--- src/rtl/sr_ctrl_pkg.sv ---
// Shared types and helpers for the SR latch sequencing controller.
package sr_ctrl_pkg;

    typedef enum logic [1:0] {
        IDLE,
        DRIVE_S,
        DRIVE_R,
        CHECK
    } ctrl_state_t;

    localparam int unsigned MIN_SYNC_STAGES     = 2;
    localparam int unsigned MIN_DEBOUNCE_CYCLES = 1;
    localparam int unsigned MIN_PULSE_CYCLES    = 1;

    // Parameters below their floor are raised to it rather than breaking the logic.
    function automatic int unsigned clamp_min(input int unsigned value, input int unsigned floor);
        return (value < floor) ? floor : value;
    endfunction

    // Edges from the first sample of a stable new request to the first drive cycle.
    function automatic int unsigned drive_latency(input int unsigned sync_stages,
                                                  input int unsigned debounce_cycles);
        return clamp_min(sync_stages, MIN_SYNC_STAGES)
             + clamp_min(debounce_cycles, MIN_DEBOUNCE_CYCLES) + 1;
    endfunction

endpackage

--- src/rtl/input_conditioner.sv ---
// Synchroniser, debounce filter and rising-edge detector for one async request.
module input_conditioner
    import sr_ctrl_pkg::*;
#(
    parameter int unsigned SYNC_STAGES     = 2,
    parameter int unsigned DEBOUNCE_CYCLES = 4
) (
    input  logic clk_i,
    input  logic rst_ni,
    input  logic async_i,
    output logic event_o
);

    localparam int unsigned NSync = clamp_min(SYNC_STAGES, MIN_SYNC_STAGES);
    localparam int unsigned NDeb  = clamp_min(DEBOUNCE_CYCLES, MIN_DEBOUNCE_CYCLES);
    localparam int unsigned CntW  = (NDeb > 1) ? $clog2(NDeb) : 1;

    logic [NSync-1:0] sync_q;
    logic             sync_lvl;
    logic [CntW-1:0]  cnt_q, cnt_d;
    logic             filt_q, filt_d;
    logic             filt_prev_q;

    assign sync_lvl = sync_q[NSync-1];

    // Synchroniser chain; bit 0 is the only flop that sees the raw input.
    always_ff @(posedge clk_i or negedge rst_ni) begin
        if (!rst_ni) begin
            sync_q <= '0;
        end else begin
            sync_q <= {sync_q[NSync-2:0], async_i};
        end
    end

    // Filtered level moves only after NDeb consecutive disagreeing samples.
    always_comb begin
        filt_d = filt_q;
        cnt_d  = '0;
        if (sync_lvl != filt_q) begin
            if (cnt_q == CntW'(NDeb - 1)) begin
                filt_d = sync_lvl;
            end else begin
                cnt_d = cnt_q + 1'b1;
            end
        end
    end

    // Debounce state and previous filtered level for edge detection.
    always_ff @(posedge clk_i or negedge rst_ni) begin
        if (!rst_ni) begin
            cnt_q       <= '0;
            filt_q      <= 1'b0;
            filt_prev_q <= 1'b0;
        end else begin
            cnt_q       <= cnt_d;
            filt_q      <= filt_d;
            filt_prev_q <= filt_q;
        end
    end

    // Falling edges of the filtered level are deliberately ignored.
    assign event_o = filt_q & ~filt_prev_q;

endmodule

--- src/rtl/sr_latch_ctrl.sv ---
// Sequences timed S/R pulses into an SR latch from debounced push-button requests.
module sr_latch_ctrl
    import sr_ctrl_pkg::*;
#(
    parameter int unsigned SYNC_STAGES     = 2,
    parameter int unsigned DEBOUNCE_CYCLES = 4,
    parameter int unsigned PULSE_CYCLES    = 2
) (
    input  logic CLK,
    input  logic nReset,
    input  logic SET_REQ,
    input  logic RST_REQ,
    input  logic Q_FB,
    output logic S,
    output logic R,
    output logic BUSY,
    output logic CONFLICT,
    output logic FAULT
);

    localparam int unsigned NPulse = clamp_min(PULSE_CYCLES, MIN_PULSE_CYCLES);
    localparam int unsigned PCntW  = (NPulse > 1) ? $clog2(NPulse) : 1;

    ctrl_state_t      state_q, state_d;
    logic [PCntW-1:0] pulse_q, pulse_d;
    logic             pend_set_q, pend_set_d;
    logic             pend_rst_q, pend_rst_d;
    logic             exp_q, exp_d;
    logic             fault_q, fault_d;
    logic             conflict_q, conflict_d;
    logic             s_q, r_q;
    logic             set_evt, rst_evt;
    logic             want_set, want_rst;

    input_conditioner #(
        .SYNC_STAGES    (SYNC_STAGES),
        .DEBOUNCE_CYCLES(DEBOUNCE_CYCLES)
    ) u_cond_set (
        .clk_i  (CLK),
        .rst_ni (nReset),
        .async_i(SET_REQ),
        .event_o(set_evt)
    );

    input_conditioner #(
        .SYNC_STAGES    (SYNC_STAGES),
        .DEBOUNCE_CYCLES(DEBOUNCE_CYCLES)
    ) u_cond_rst (
        .clk_i  (CLK),
        .rst_ni (nReset),
        .async_i(RST_REQ),
        .event_o(rst_evt)
    );

    // Next-state, pending capture, conflict and fault decisions.
    always_comb begin
        state_d    = state_q;
        pulse_d    = pulse_q;
        pend_set_d = pend_set_q;
        pend_rst_d = pend_rst_q;
        exp_d      = exp_q;
        fault_d    = fault_q;
        conflict_d = 1'b0;
        want_set   = 1'b0;
        want_rst   = 1'b0;

        // Requests seen while busy are remembered, one of each kind.
        if (state_q != IDLE) begin
            if (set_evt) pend_set_d = 1'b1;
            if (rst_evt) pend_rst_d = 1'b1;
        end

        case (state_q)
            IDLE: begin
                pulse_d = '0;
                if (pend_set_q || pend_rst_q) begin
                    // Pending work is served first; fresh events wait their turn.
                    want_set   = pend_set_q;
                    want_rst   = pend_rst_q;
                    pend_set_d = set_evt;
                    pend_rst_d = rst_evt;
                end else begin
                    want_set = set_evt;
                    want_rst = rst_evt;
                end
                if (want_set && want_rst) begin
                    conflict_d = 1'b1;
                end else if (want_set && !Q_FB) begin
                    state_d = DRIVE_S;
                    exp_d   = 1'b1;
                end else if (want_rst && Q_FB) begin
                    state_d = DRIVE_R;
                    exp_d   = 1'b0;
                end
            end
            DRIVE_S, DRIVE_R: begin
                if (pulse_q == PCntW'(NPulse - 1)) begin
                    state_d = CHECK;
                end else begin
                    pulse_d = pulse_q + 1'b1;
                end
            end
            CHECK: begin
                if (Q_FB != exp_q) fault_d = 1'b1;
                state_d = IDLE;
            end
            default: state_d = IDLE;
        endcase
    end

    // State and registered drives; S and R decode from one state so they are exclusive.
    always_ff @(posedge CLK or negedge nReset) begin
        if (!nReset) begin
            state_q    <= IDLE;
            pulse_q    <= '0;
            pend_set_q <= 1'b0;
            pend_rst_q <= 1'b0;
            exp_q      <= 1'b0;
            fault_q    <= 1'b0;
            conflict_q <= 1'b0;
            s_q        <= 1'b0;
            r_q        <= 1'b0;
        end else begin
            state_q    <= state_d;
            pulse_q    <= pulse_d;
            pend_set_q <= pend_set_d;
            pend_rst_q <= pend_rst_d;
            exp_q      <= exp_d;
            fault_q    <= fault_d;
            conflict_q <= conflict_d;
            s_q        <= (state_d == DRIVE_S);
            r_q        <= (state_d == DRIVE_R);
        end
    end

    assign S        = s_q;
    assign R        = r_q;
    assign BUSY     = (state_q != IDLE);
    assign CONFLICT = conflict_q;
    assign FAULT    = fault_q;

endmodule

--- config.mk ---
export PLATFORM = sky130hd
export DESIGN_NAME = sr_latch_ctrl
export DESIGN_NICKNAME = d
export VERILOG_FILES = /design/src/rtl/sr_ctrl_pkg.sv /design/src/rtl/input_conditioner.sv /design/src/rtl/sr_latch_ctrl.sv
export SDC_FILE = /design/constraint.sdc
export NUM_CORES = 1
export LEC_CHECK = 0
export CAP_MARGIN = 20
export CORE_MARGIN = 1
export CORE_UTILIZATION = 35
export DETAILED_ROUTE_END_ITERATION = 6
export PLACE_DENSITY = 0.59
export SKIP_LAST_GASP = 1
export SYNTH_ARGS = -nofsm -noshare
export SYNTH_HDL_FRONTEND = slang
export SYNTH_SLANG_ARGS = --single-unit
--- constraint.sdc ---
create_clock -name CLK -period 1.45 [get_ports CLK]
set_input_delay 0.2175 -clock CLK [delete_from_list [all_inputs] [get_ports CLK]]
set_output_delay 0.2175 -clock CLK [all_outputs]
set_load 0.01 [all_outputs]
==> metrics.txt, run 1 <==
status complete, no violations; Power Total around 2.7 mW; top post-synthesis cells by area dfrtp_1, ha_1, a21oi_1, mux2_1, o21ai_0; worst path required time 1.65 ns; Worst setup EP type flip-flop; NumNets Final ~110; Initial Utilization 37.95%; synthesized instance count 80; Pwr Density roughly 2200 nW/um2; power share of the combinational group a little under half; library cells used by synthesis 25; P_leak around 0.56 nW; Clock Path Buffers 2; synthesized area per cell between 10 and 15 um2; Cell Rows 18; vias ~640; share of layout cells above drive strength 1 between 20% and 30%; maximum fanout along the worst path 4; CTS Buf Count 3; most frequent cells in the layout dfrtp_1, a21oi_1, buf_4; total gr overflow 0; Internal roughly 1.8 mW; Die W 54.30 um; setup ws final ~0.038 ns; Slew HR between 70 and 80%; CP Launch Type flip-flop; RSZ-0062 raised after global routing yes; vias per inst slightly below 5; Clk pwr share between 10% and 20%; number of global-route vias before repair ~580; synthesis-to-layout area growth 27.84%; sequential share of the synthesized area 57.52%; commonest non-fill, non-tap cell in the layout dfrtp_1; P_sw 0.9590 mW; max_cap viols 0; Avg WL per Cell between 10 and 15 um; # setup viols final 0; DRT Pass-1 Iters 5; skew final approximately 0.009 ns; initial antenna violation count 0; Sequential Power Share between 30% and 40%; routability cong. approximately 0.81; iteration-0 DRC count of the detailed router 5; TritonCTS clock tree built; final period utilization ~97%; Worst-path clk slew about 0.12 ns; worst hold margin roughly 0.25 ns; area leader, netlist dfrtp_1; minimum clock period approximately 1.4 ns; FMAX just over 700 MHz; die area between 2000 and 3000 um2; Post-synth EDFFs 0; Hold Path Class input pin to asynchronous set/reset pin; global-route wire length before repair roughly 2500 um; ys async rst share 100.0%; die height 54.30 um; Slew @ Worst Pin 0.3526 ns; syn nets 90; H-tree depth 1; Cell Area, Synth 957.2 um2; largest net degree at the start of global routing 23; CTS Hold Bufs 0; CTS Sinks 22; Final HPWL DP around 1100 um; pre-CTS setup slack -0.1068 ns; Yosys top cell area share between 50 and 60%; Peak VDD IR roughly 0.0012 V; Final ANT Viol Nets 0; clk root buf clkbuf_4; port bufs 9; Worst-Skew Late Latency roughly 0.30 ns; global router's overall resource usage approximately 12%; Primary FF master, synth dfrtp_1; Final Max Tran Viols 0; DRC errors left 0; drt total wl 1517 um; # IOs 10; Yosys Warn Count 0; Ant. Diodes 0; Core Region roughly 2500 um2; Worst EP arrival between 1.5 and 2 ns; Yosys reg bits 22; final hold vios 0; WS Path Type flip-flop to flip-flop; Switching Fraction approximately 35%
==> path summary, 6_finish.rpt <==
| kind | startpoint | endpoint | slack (ns) | cells past startpoint |
|---|---|---|---|---|
| worst max-delay path | state_q[0]$_DFF_PN0_ | S$_DFF_PN0_ | 0.04 | 7 |
| worst min-delay path | nReset | u_cond_set.sync_q[1]$_DFF_PN0_ | 0.25 | 2 |
| worst max register to register | state_q[0]$_DFF_PN0_ | S$_DFF_PN0_ | 0.04 | 7 |
| worst min register to register | u_cond_set.sync_q[0]$_DFF_PN0_ | u_cond_set.sync_q[1]$_DFF_PN0_ | 0.36 | 0 |
| max in group asynchronous | nReset | u_cond_set.cnt_q[1]$_DFF_PN0_ | 0.98 | 2 |
| min in group CLK | RST_REQ | u_cond_rst.sync_q[0]$_DFF_PN0_ | 0.34 | 1 |
==> logic make-up (layout without fill, tap and decap cells) <==
family                     Yosys count  in the layout  share of synthesized area [%]
xor gates and xnor gates             3              3                          2.746
adders and majority gates            5              5                          6.536
DFF                                 22             22                          57.52
buffers and inverters                7             27                          4.314
AOI/OAI and AO/OA                   21             21                          13.72
and+or+nand+nor                     19             19                          11.64
muxes                                3              3                          3.529
==> worst max-delay path, stage by stage (launching register included) <==
cell and delay (ns):
dfrtp_1 0.40, inv_2 0.09, ha_4 0.13, inv_1 0.04, buf_4 0.15, a221oi_4 0.21, a22oi_2 0.11, and2_1 0.17
==> registers in the layout (all words and copies together) (netlist names) <==
register	flops
state_q	2
u_cond_rst.cnt_q	2
u_cond_rst.sync_q	2
u_cond_set.cnt_q	2
u_cond_set.sync_q	2
CONFLICT	1
FAULT	1
R	1
S	1
exp_q	1
pend_rst_q	1
pend_set_q	1
pulse_q	1
u_cond_rst.filt_prev_q	1
u_cond_rst.filt_q	1
u_cond_set.filt_prev_q	1
u_cond_set.filt_q	1
==> metal layers <==
metal	vias to the layer above	wire, um	GRT usage (%)
li1	318	-	-
met1	310	724	17.26
met2	8	728	16.87
met3	2	50	3.333
met4	0	13	7.692
met5	-	0	0
==> synth_stat cells (all sizes together) (2+ instances only) <==
cell type and n:
nor2b 3, nand2b 4, buf 2, o21ai 7, ha 5, nor2 5
a22oi 2, nor3 3, mux2 3, inv 5, dfrtp 22, a21oi 9
xnor2 2
==> final cells by class <==
| type | count | area, um2 |
|---|---|---|
| Clock buffer | 3 | 22.52 |
| Sequential cell | 22 | 550.5 |
| Clock inverter | 1 | 30.03 |
| Fill cell | 233 | 1299 |
| Timing Repair Buffer | 18 | 163.9 |
| Tap cell | 30 | 37.54 |
| Multi-Input combinational cell | 51 | 400.4 |
| Inverter | 5 | 18.77 |
==> stage by stage <==
step           cell area (um2)  TNS (ns)  std cells  util (%)
2_1_floorplan            957.2         0         80         -
3_3_place_gp              1115   -0.1107        124     44.20
3_5_place_dp              1115   -0.1707        124     44.20
4_1_cts                   1171         0        128     46.43
5_1_grt                   1224  -0.04724        130     48.51
6_report                  1224         0        130     48.51
==> power groups by stage <==
stage               combinational (mW)  clock, mW  sequential [mW]
CTS                               1.09      0.476             1.02
detailed placement                1.08          0             1.03
global placement                  1.07          0             1.03
finish                            1.23      0.455             1.03
floorplan                        0.747          0             1.02
global route                      1.40      0.495             1.07
==> what timing repair did <==
item,in CTS,in global routing
gates resized for setup,5,7
pin swaps,0,3
setup endpoints to repair,1,4
setup buffers,0,2
Power figures use the tool's default switching activity.
==> inputs of run 2 (changes only) <==
==> constraint.sdc (replaced) <==
create_clock -name CLK -period 1.8 [get_ports CLK]
set_input_delay 0.27 -clock CLK [delete_from_list [all_inputs] [get_ports CLK]]
set_output_delay 0.27 -clock CLK [all_outputs]
set_load 0.01 [all_outputs]
==> run 2 against run 1 <==
Flip-flop and latch count is the same. Clock skew shrank 0.0036 ns. Combinational power shrank 32%. Non-clock buffer count shrank 3. Final area shrank 5.3%. First-iteration DRC count is the same. Sequential share of layout area grew 2.5 points. Clock power shrank 18%. Critical endpoint is now BUSY. Largest cell class unchanged.
==> metrics.txt, run 2 (synthesis results as in run 1) <==
status complete, no violations; global router's overall resource usage 12.43% (+0.052 points); Avg WL per Cell 11.24 um (-3.7%); met3 wire len 58 um (+16%); routability cong. 0.7838 (-3.2%); Switching Fraction 34.60% (-0.74 points); largest net degree at the start of global routing 23 (unchanged); final period utilization between 80% and 90%; FMAX between 600 and 700 MHz; vias 626 (-1.9%); # setup viols final 0 (unchanged); setup ws final 0.2530 ns (+0.2146 ns); Seq. cell area 550.5 um2 (unchanged); die height 54.30 um (unchanged); setup_tns 0 ns (unchanged); DRC errors left 0 (unchanged); final hold vios 0 (unchanged); Worst-path clk slew 0.12 ns (about the same); Peak VDD IR 0.0009261 V (-26%); Ant. Diodes 0 (unchanged); Hold Path Class input pin to asynchronous set/reset pin; Setup crit start state_q[0]$_DFF_PN0_; Worst R2R Start state_q[0]$_DFF_PN0_; Internal 1.334 mW (-24%); # IOs 10 (unchanged); Final HPWL DP 1050 um (-1.4%); P_sw 0.7060 mW (-26%); CTS Sinks 22 (unchanged); maximum fanout along the worst path 2 (-2); Slew @ Worst Pin 0.2768 ns (-0.07587 ns); global-route wire length before repair 2484 um (unchanged); Pwr Density 1761 nW/um2 (-21%); Layout Cells excl Fill 127 (-2.3%); Worst EP arrival 1.28 ns (-0.33 ns); drt total wl 1427 um (-5.9%); Util after Layout 45.93% (-2.6 points); worst path required time 1.53 ns (-0.12 ns); WS Path Type flip-flop to output port; TritonCTS clock tree built; synthesis-to-layout area growth 21.05%; top routing layer in use met4; total gr overflow 0 (unchanged); max_cap viols 0 (unchanged); RSZ-0062 raised after global routing no; DRT Pass-1 Iters 4 (-1); NumNets Final 108 (-2.7%); power share of the combinational group 41.3% (-4.0 points); Slew HR 81.55% (+5.1 points); initial antenna violation count 0 (unchanged); minimum clock period 1.547 ns; pre-CTS setup slack 0.1354 ns (+0.2422 ns); Initial Utilization 37.95% (unchanged); iteration-0 DRC count of the detailed router 5 (unchanged); P_leak 0.5221 nW (-6.2%); skew final 0.005309 ns (-0.003555 ns); Core Region 2522 um2 (unchanged); Layout fillers 244 (+4.7%); CP Launch Type flip-flop; Cell Rows 18 (unchanged); Worst setup EP type output port; most frequent cells in the layout dfrtp_1, a21oi_1, clkdlybuf4s50_1; Worst-Skew Late Latency 0.30 ns (about the same); Final Max Tran Viols 0 (unchanged); CTS Buf Count 3 (unchanged); Clk pwr share 18.2% (+1.4 points); number of global-route vias before repair 600 (+4.2%); multi-input logic area 365.4 um2 (-8.8%); Sequential Power Share 40.5% (+2.6 points); clk root buf clkbuf_4; vias per inst 4.929 (+0.44%); Clock Path Buffers 2 (unchanged); Die W 54.30 um (unchanged); port bufs 9 (unchanged); CTS Hold Bufs 0 (unchanged); die area 2948 um2 (unchanged); H-tree depth 1 (unchanged); share of layout cells above drive strength 1 15.46% (-7.5 points); Placed Cells 122 (-1.6%); commonest non-fill, non-tap cell in the layout dfrtp_1; total length of routed met2 wires 645 um (-11%); Final ANT Viol Nets 0 (unchanged); met1 WL 685 um (-5.4%)
## run 2: layout make-up
class	count	area share [%]
Inverter	5	1.620
Multi-Input combinational cell	51	31.53
Clock buffer	3	1.944
Tap cell	30	3.240
Timing Repair Buffer	15	11.56
Clock inverter	1	2.592
Sequential cell	22	47.52
## run 2: power by group through the flow
stage	Clock [mW]	Sequential, mW	Combinational [mW]
finish	0.372	0.826	0.842
global route	0.408	0.850	0.963
CTS	0.387	0.827	0.856
detailed placement	0	0.849	0.830
global placement	0	0.837	0.827
floorplan	0	0.819	0.601
## run 2: metrics by stage
stage,area [um2],hold WS [ns],power (mW)
floorplan,957.2,-0.02559,1.421
global placement,1100,0.3347,1.664
detailed placement,1100,0.3381,1.679
CTS,1159,0.3061,2.070
global route,1159,0.3292,2.222
finish,1159,0.3000,2.040
## run 2: final timing paths
kind                       cells past startpoint                              to  slack (ns)
max                                            4                            BUSY        0.25
min                                            2             pulse_q$_DFFE_PN0P_        0.30
max reg2reg                                    7                     S$_DFF_PN0_        0.40
min reg2reg                                    0  u_cond_set.sync_q[1]$_DFF_PN0_        0.36
max in group asynchronous                      2   u_cond_set.cnt_q[1]$_DFF_PN0_        1.28
min in group CLK                               0  u_cond_set.sync_q[1]$_DFF_PN0_        0.36
## run 2: repair_timing
| item | in CTS | in global routing |
|---|---|---|
| setup buffers | 1 | 0 |
| endpoints found under the setup margin | 1 | 0 |
| gates resized for setup | 1 | 0 |
## run 2: worst max-delay path, stage by stage, from the launching register on
cell	delay, ns
dfrtp_1	0.40
inv_1	0.08
ha_1	0.17
inv_1	0.05
dlygate4sd2_1	0.27
## run 2: per-layer routing
metal  vias to the layer above  global-route usage [%]
met2                        14                   17.89
met3                         4                   5.000
met1                       297                   15.99
met4                         0                   6.410
met5                         -                       0
li1                        311                       -
